$ cat src/rtl/csa_accum_sequencer.sv
// Streaming multi-operand accumulator: one 3:2 carry-save stage per accepted beat, one final CPA.
// Optional CSA_SEQ_OPCOUNT_EN adds out_count (operands in the delivered transaction).
module csa_accum_sequencer #(
    parameter int  WIDTH   = 32,
    parameter int  MAX_OPS = 16,
    localparam int CW      = $clog2(MAX_OPS + 1)
) (
    input  logic             clk,
    input  logic             rst_n,
    input  logic             in_valid,
    output logic             in_ready,
    input  logic [WIDTH-1:0] in_data,
    input  logic             in_last,
    output logic             out_valid,
    input  logic             out_ready,
    output logic [WIDTH-1:0] out_data,
    output logic             out_trunc,
    output logic             busy
`ifdef CSA_SEQ_OPCOUNT_EN
    ,
    output logic [CW-1:0]    out_count
`endif
);

    typedef enum logic [1:0] {IDLE, ACCUM, RESOLVE, DONE} state_t;

    state_t           state, state_next;
    logic [WIDTH-1:0] sum, carry, maj;
    logic [CW-1:0]    count, count_inc;
    logic             trunc, beat, at_cap;

    assign beat      = in_valid && in_ready;
    assign count_inc = count + CW'(1);
    assign at_cap    = (count_inc == CW'(MAX_OPS));
    assign maj       = (sum & carry) | (sum & in_data) | (carry & in_data);
    assign busy      = (state != IDLE);

    // in_ready depends on state only, so out_ready never reaches it combinationally
    always_comb begin
        state_next = state;
        in_ready   = 1'b0;
        case (state)
            IDLE: begin
                in_ready = 1'b1;
                if (in_valid) state_next = in_last ? RESOLVE : ACCUM;
            end
            ACCUM: begin
                in_ready = 1'b1;
                if (in_valid && (in_last || at_cap)) state_next = RESOLVE;
            end
            RESOLVE: state_next = DONE;
            DONE:    if (out_ready) state_next = IDLE;
            default: state_next = IDLE;
        endcase
    end

    always_ff @(posedge clk) begin
        if (!rst_n) begin
            state     <= IDLE;
            sum       <= '0;
            carry     <= '0;
            count     <= '0;
            trunc     <= 1'b0;
            out_data  <= '0;
            out_valid <= 1'b0;
            out_trunc <= 1'b0;
`ifdef CSA_SEQ_OPCOUNT_EN
            out_count <= '0;
`endif
        end else begin
            state <= state_next;
            case (state)
                IDLE: if (beat) begin
                    sum   <= in_data;
                    carry <= '0;
                    count <= CW'(1);
                end
                ACCUM: if (beat) begin
                    // carry MSB falls off the shift: arithmetic is mod 2^WIDTH
                    sum   <= sum ^ carry ^ in_data;
                    carry <= {maj[WIDTH-2:0], 1'b0};
                    count <= count_inc;
                    if (at_cap && !in_last) trunc <= 1'b1;
                end
                RESOLVE: begin
                    out_data  <= sum + carry;
                    out_trunc <= trunc;
                    out_valid <= 1'b1;
`ifdef CSA_SEQ_OPCOUNT_EN
                    out_count <= count;
`endif
                end
                DONE: if (out_ready) begin
                    out_valid <= 1'b0;
                    trunc     <= 1'b0;
                    count     <= '0;
                end
                default: ;
            endcase
        end
    end

endmodule

$ cat config.mk
export PLATFORM = sky130hd
export DESIGN_NAME = csa_accum_sequencer
export DESIGN_NICKNAME = d
export VERILOG_FILES = /design/src/rtl/csa_accum_sequencer.sv
export SDC_FILE = /design/constraint.sdc
export NUM_CORES = 1
export LEC_CHECK = 0
export ABC_AREA = 1
export CAP_MARGIN = 30
export CELL_PAD_IN_SITES_DETAIL_PLACEMENT = 1
export CELL_PAD_IN_SITES_GLOBAL_PLACEMENT = 2
export CORE_UTILIZATION = 35
export CTS_CLUSTER_SIZE = 20
export DETAILED_ROUTE_END_ITERATION = 8
export PLACE_DENSITY = 0.95
export SYNTH_ARGS = -nofsm -noshare
export SYNTH_HDL_FRONTEND = slang
export SYNTH_SLANG_ARGS = --single-unit
$ cat constraint.sdc
create_clock -name clk -period 3.7 [get_ports clk]
set_clock_uncertainty 0.05 [all_clocks]
set_input_delay 0.37 -clock clk [delete_from_list [all_inputs] [get_ports clk]]
set_output_delay 0.37 -clock clk [all_outputs]
set_load 0.1 [all_outputs]
Yosys cells after proc, flatten, opt, wreduce, memory -nomap -nowiden
Index checks and enable logic that the tools add are counted.
W data, S select, Z words.
{"block": "op_classes", "addsub": 2, "n_eq_ne": 10, "n_mux": 21, "bitwise": 7, "reduce_logical": 17}
{"operator": "$mux W32", "n": 4}
{"operator": "$pmux W32 S2", "n": 2}
{"operator": "$and A31 B31 Y31", "n": 3}
{"operator": "$xor A32 B32 Y32", "n": 2}
{"operator": "$or A31 B31 Y31", "n": 2}
{"operator": "$add A32 B32 Y32", "n": 1}
{"operator": "$mux W5", "n": 3}
{"operator": "$pmux W5 S3", "n": 1}
{"operator": "$ne A2 B2 Y1 const B", "n": 6}
{"operator": "$mux W2", "n": 4}
{"operator": "$pmux W2 S4", "n": 1}
{"operator": "$reduce_and A4 Y1", "n": 2}
{"operator": "$reduce_bool A2 Y1", "n": 4}
{"operator": "$reduce_and A3 Y1", "n": 2}
{"operator": "$add A5 B1 Y5 const B", "n": 1}
{"operator": "$eq A5 B5 Y1 const B", "n": 1}
{"operator": "$eq A2 B2 Y1 const B", "n": 2}
{"operator": "$mux W1", "n": 4}
{"operator": "$pmux W1 S2", "n": 2}
{"operator": "$logic_and A1 B1 Y1", "n": 3}
{"operator": "$reduce_bool A3 Y1", "n": 1}
{"operator": "$eq A2 B1 Y1 const B", "n": 1}
{"operator": "$logic_not A2 Y1", "n": 1}
{"operator": "$reduce_and A2 Y1", "n": 1}
{"operator": "other kinds (3)", "n": 3}
{"block": "totals", "regBits": 106, "inputBits": 37, "elab_cells": 65}

Longest topological paths before layout
{"block": "logic_depth", "depth_word": 6, "mapped_depth": 14, "depth_no_buf": 14}

Worst setup path before layout
Ideal clock, no wire load.
{"block": "synth_timing", "kind": "register to register", "start": "reg state[0]", "end": "reg count[4]", "setup_ns": 0.070, "arrival_ns": 1.931, "t_required_ns": 3.580, "setup_slack_ns": 1.649, "path_stages_with_launch": 10, "path_buffers": 0, "path_cell_list": "dfxtp_1 -> inv_1 -> ha_1 -> nor2_2 -> inv_1 -> a21oi_4 -> o21ai_2 -> inv_2 -> nand3_1 -> a21oi_1"}
{"block": "synth_between", "elab_chain_len": 6, "elab_cells_between_ends": 12, "cone_classes": "eq/ne: 5; mux: 2; reduce/logical: 5"}
{"item": "from (decl)", "line_no": "27", "text": "state_t state, state_next;"}
{"item": "from (signal assigned)", "line_no": "71", "text": "state <= state_next;"}
{"item": "$eq A2 B1 Y1 or $logic_not A2 Y1 (tied branches)", "line_no": "42", "text": "case (state)"}
{"item": "$reduce_or A2 Y1 (no source line) (*)"}
{"item": "$mux W1 (*)", "line_no": "42"}
{"item": "net in_ready", "line_no": "11", "text": "output logic in_ready,"}
{"item": "$logic_and A1 B1 Y1 (*)", "line_no": "32", "text": "assign beat = in_valid && in_ready;"}
{"item": "$ne A2 B2 Y1 (no source line)"}
{"item": "$reduce_and A4 Y1 (no source line) (*)"}
{"item": "to (signal assigned)", "line_no": "82", "text": "count <= count_inc;"}
{"item": "to (decl)", "line_no": "29", "text": "logic [CW-1:0] count, count_inc;"}
The timed path passes the listed nets; every way through them passes the cells marked *.
A chain may end at the register's enable or synchronous reset.

Final worst setup path
{"block": "layout_timing", "start": "reg state[1]", "end": "out busy"}
{"block": "layout_between", "elab_chain_len": 1}
{"item": "$reduce_bool A2 Y1", "line_no": "36", "text": "assign busy = (state != IDLE);"}
{"item": "to (decl)", "line_no": "18", "text": "output logic busy"}
No other way between the ends.

==> load_flow_metrics.sql <==
INSERT INTO impl_metrics (metric_group, metric, value, unit) VALUES
('place', 'finalWeightedCongestion', '0.848', ''),
('critical_path', 'cp_max_fo', '4', ''),
('logic_synthesis', 'sequential_element_share_of_the_synthesized_area', '27.7', '%'),
('critical_path', 'worstPathArrival', '2370', 'ps'),
('floorplanning', 'ios', '73', ''),
('power_and_ir_drop', 'powerDensity', '594', 'mW/mm^2'),
('power_and_ir_drop', 'swShare', '50.8', '%'),
('routing', 'detail-route-antenna-nets', '0', ''),
('logic_synthesis', 'yosysMostFrequentCell', 'sky130_fd_sc_hd__nand2_1', ''),
('clocking', 'postCtsSetupRepairBufs', '0', ''),
('global_routing', 'grt_overflow_total', '0', ''),
('routing', 'drt-wirelength-per-cell', '14.7', 'um'),
('timing', 'fin_crit_sh', '75.3', '%'),
('global_routing', 'global_route.usage.total', '20.4', '%'),
('flow_run', 'maxCapViolCount', '0', ''),
('clocking', 'cts_hold_repair.buffers', '0', ''),
('power_and_ir_drop', 'power.clock.fraction', '18.9', '%'),
('logic_synthesis', 'synth_enable_flop_cells', '0', ''),
('logic_synthesis', 'synth_cells', '1137', ''),
('critical_path', 'setup.worst_path.start_class', 'register', ''),
('critical_path', 'required', '3280', 'ps'),
('timing', 'slew_headroom', '32.9', '%'),
('clocking', 'cts_htree_levels', '3', ''),
('clocking', 'insertion_delay', '370', 'ps'),
('floorplanning', 'die_width', '149', 'um'),
('clocking', 'tritoncts_clock_tree', 'yes', ''),
('timing', 'period_minus_slack', '2790', 'ps'),
('worst_hold_path', 'worstHoldEndpoint', 'trunc', ''),
('floorplanning', 'fp.dieArea', '0.0222', 'sq mm'),
('worst_hold_path', 'min-delay-path-class', 'reg2reg', ''),
('critical_path', 'r2r-end', 'out_data[29]', ''),
('logic_synthesis', 'synth_nets', '1242', ''),
('global_routing', 'first_pass_grt_wire_length', '35600', 'um'),
('global_routing', 'antenna_found_initial', '0', ''),
('routing', 'via_per_inst', '4.80', ''),
('clocking', 'cts-root-to-sink-buffers', '2', ''),
('timing', 'slew_violations', '0', ''),
('logic_synthesis', 'syn-mean-instance-area', '6.67', 'sq um'),
('cells_and_area', 'layout.nets', '1294', ''),
('logic_synthesis', 'yosysWarnings', '0', ''),
('power_and_ir_drop', 'share_of_total_power_in_combinational_logic', '52.1', '%'),
('timing', 'grt_setup_unrepaired', 'false', ''),
('place', 'dpl.hpwl', '17000', 'um'),
('floorplanning', 'core', '0.0212', 'sq mm'),
('logic_synthesis', 'synth_area_leader', 'sky130_fd_sc_hd__dfxtp_1', ''),
('timing', 'timing_worst_slew_pin_value', '1000', 'ps'),
('logic_synthesis', 'synth-main-ff-cell', 'sky130_fd_sc_hd__dfxtp_1', ''),
('global_routing', 'grt_start_max_net_pins', '56', ''),
('worst_hold_path', 'critical_hold_path_startpoint', 'trunc', ''),
('timing', 'setup_viol', '0', ''),
('floorplanning', 'placementRows', '53', ''),
('critical_path', 'reg_to_reg_startpoint', 'carry[1]', ''),
('clocking', 'cts_made_buffers', '9', ''),
('power_and_ir_drop', 'power.net_switching', '2.66', 'mW'),
('logic_synthesis', 'synth_commonest_cells', 'sky130_fd_sc_hd__nand2_1, sky130_fd_sc_hd__inv_1, sky130_fd_sc_hd__nor2_1', ''),
('global_routing', 'grt_pass1_vias', '7279', ''),
('timing', 'final_hold_viol_count', '0', ''),
('logic_synthesis', 'netlist_area_pre_place', '0.00758', 'sq mm'),
('cells_and_area', 'antenna_cells_inserted', '0', ''),
('logic_synthesis', 'synth.ff_latch_count', '105', ''),
('routing', 'route.detailed.drc', '0', ''),
('critical_path', 'r2r.worst_path.cells', '13', ''),
('logic_synthesis', 'ys_top_cells_by_area', 'sky130_fd_sc_hd__dfxtp_1, sky130_fd_sc_hd__nand2_1, sky130_fd_sc_hd__inv_1', ''),
('critical_path', 'worstSetupEndpointType', 'output pin', ''),
('critical_path', 'criticalPathCategory', 'reg2out', ''),
('place', 'port_buffers', '72', ''),
('status', 'result_of_the_run', 'complete, no violations', ''),
('timing', 'fin_setup_tns', '0', 'ps'),
('cells_and_area', 'layout_cells_sized_above_1', '7.71', '%'),
('routing', 'drt_first_pass_iters', '4', ''),
('routing', 'route.vias.total', '7057', '');
logic make-up after synthesis:
kind of cell | Yosys count | share of synthesized area [%]
flops | 105 | 27.7
xor+xnor | 17 | 1.96
buf+inv | 283 | 14.6
fa+ha+maj | 68 | 14.3
compound gates | 156 | 12.8
simple gates | 508 | 28.6
how the worst max path moves through the flow:
stage	from	cells after the start	end	slack, ps
6_report	state[1]	4	busy	910
4_1_cts	state[1]	4	busy	880
3_3_place_gp	state[1]	5	carry[19]	1320
3_5_place_dp	state[1]	5	carry[20]	1190
2_1_floorplan	state[0]	9	count[4]	1650
5_1_grt	state[1]	4	busy	810
layout by cell type, fill, tap and decap left out, types with 8 or more instances in the layout:
master,n
sky130_fd_sc_hd__nand2_1,264
sky130_fd_sc_hd__inv_1,240
sky130_fd_sc_hd__nor2_1,129
sky130_fd_sc_hd__dfxtp_1,105
sky130_fd_sc_hd__clkdlybuf4s50_1,71
sky130_fd_sc_hd__a211oi_1,60
sky130_fd_sc_hd__a21oi_1,60
sky130_fd_sc_hd__nand3_1,49
sky130_fd_sc_hd__ha_1,36
sky130_fd_sc_hd__or2_2,31
sky130_fd_sc_hd__fa_1,31
sky130_fd_sc_hd__o21ai_0,20
sky130_fd_sc_hd__xor2_1,14
sky130_fd_sc_hd__nand2_2,11
sky130_fd_sc_hd__clkbuf_16,9
sky130_fd_sc_hd__nor2_2,8
sequential cells by signal, indices dropped and copies added, names as in the netlist:
register and flops:
out_valid 1, carry 31, sum 32, out_trunc 1, count 5, trunc 1, out_data 32, state 2
power groups by stage:
stage	logic (mW)	clock network (mW)	registers, mW
2_1_floorplan	1.31	0	2.27
3_3_place_gp	2.68	0	1.54
3_5_place_dp	2.74	0	1.54
4_1_cts	2.75	1.02	1.52
5_1_grt	2.97	1.06	1.55
6_report	2.73	0.992	1.52
critical path: stages, from the launching register on:
cell and delay (ps):
sky130_fd_sc_hd__dfxtp_1 400, sky130_fd_sc_hd__inv_1 100, sky130_fd_sc_hd__ha_1 250, sky130_fd_sc_hd__inv_1 110, sky130_fd_sc_hd__clkdlybuf4s50_1 1140
area by class of cell:
cell class              instances  area (sq um)
fillers                      2770         12300
clock buffers                   9           225
well taps                     275           344
multi-input cells             749          4370
inverters                     245           920
flip-flops and latches        105          2100
repair buffers                 79           803
clock inverters                 7          67.6
through the flow:
| step | cell area, sq um | total power, mW | setup WS [ps] | instances | hold slack, ps |
|---|---|---|---|---|---|
| after floorplan | 7580 | 3.58 | 1650 | 1137 | 377 |
| after global placement | 8530 | 4.22 | 1320 | 1452 | 399 |
| after detailed placement | 8530 | 4.28 | 1190 | 1452 | 399 |
| after CTS | 8820 | 5.29 | 879 | 1468 | 411 |
| after global routing | 8840 | 5.58 | 813 | 1469 | 447 |
| final | 8840 | 5.24 | 915 | 1469 | 414 |
metal layers:
| layer | global-route usage, % | part of all wire, % |
|---|---|---|
| met5 | 0 | 0 |
| met4 | 6.22 | 1.9 |
| met3 | 2.66 | 2.8 |
| met2 | 33.4 | 46 |
| met1 | 27.8 | 50 |
(Power assumes the default switching activity.)
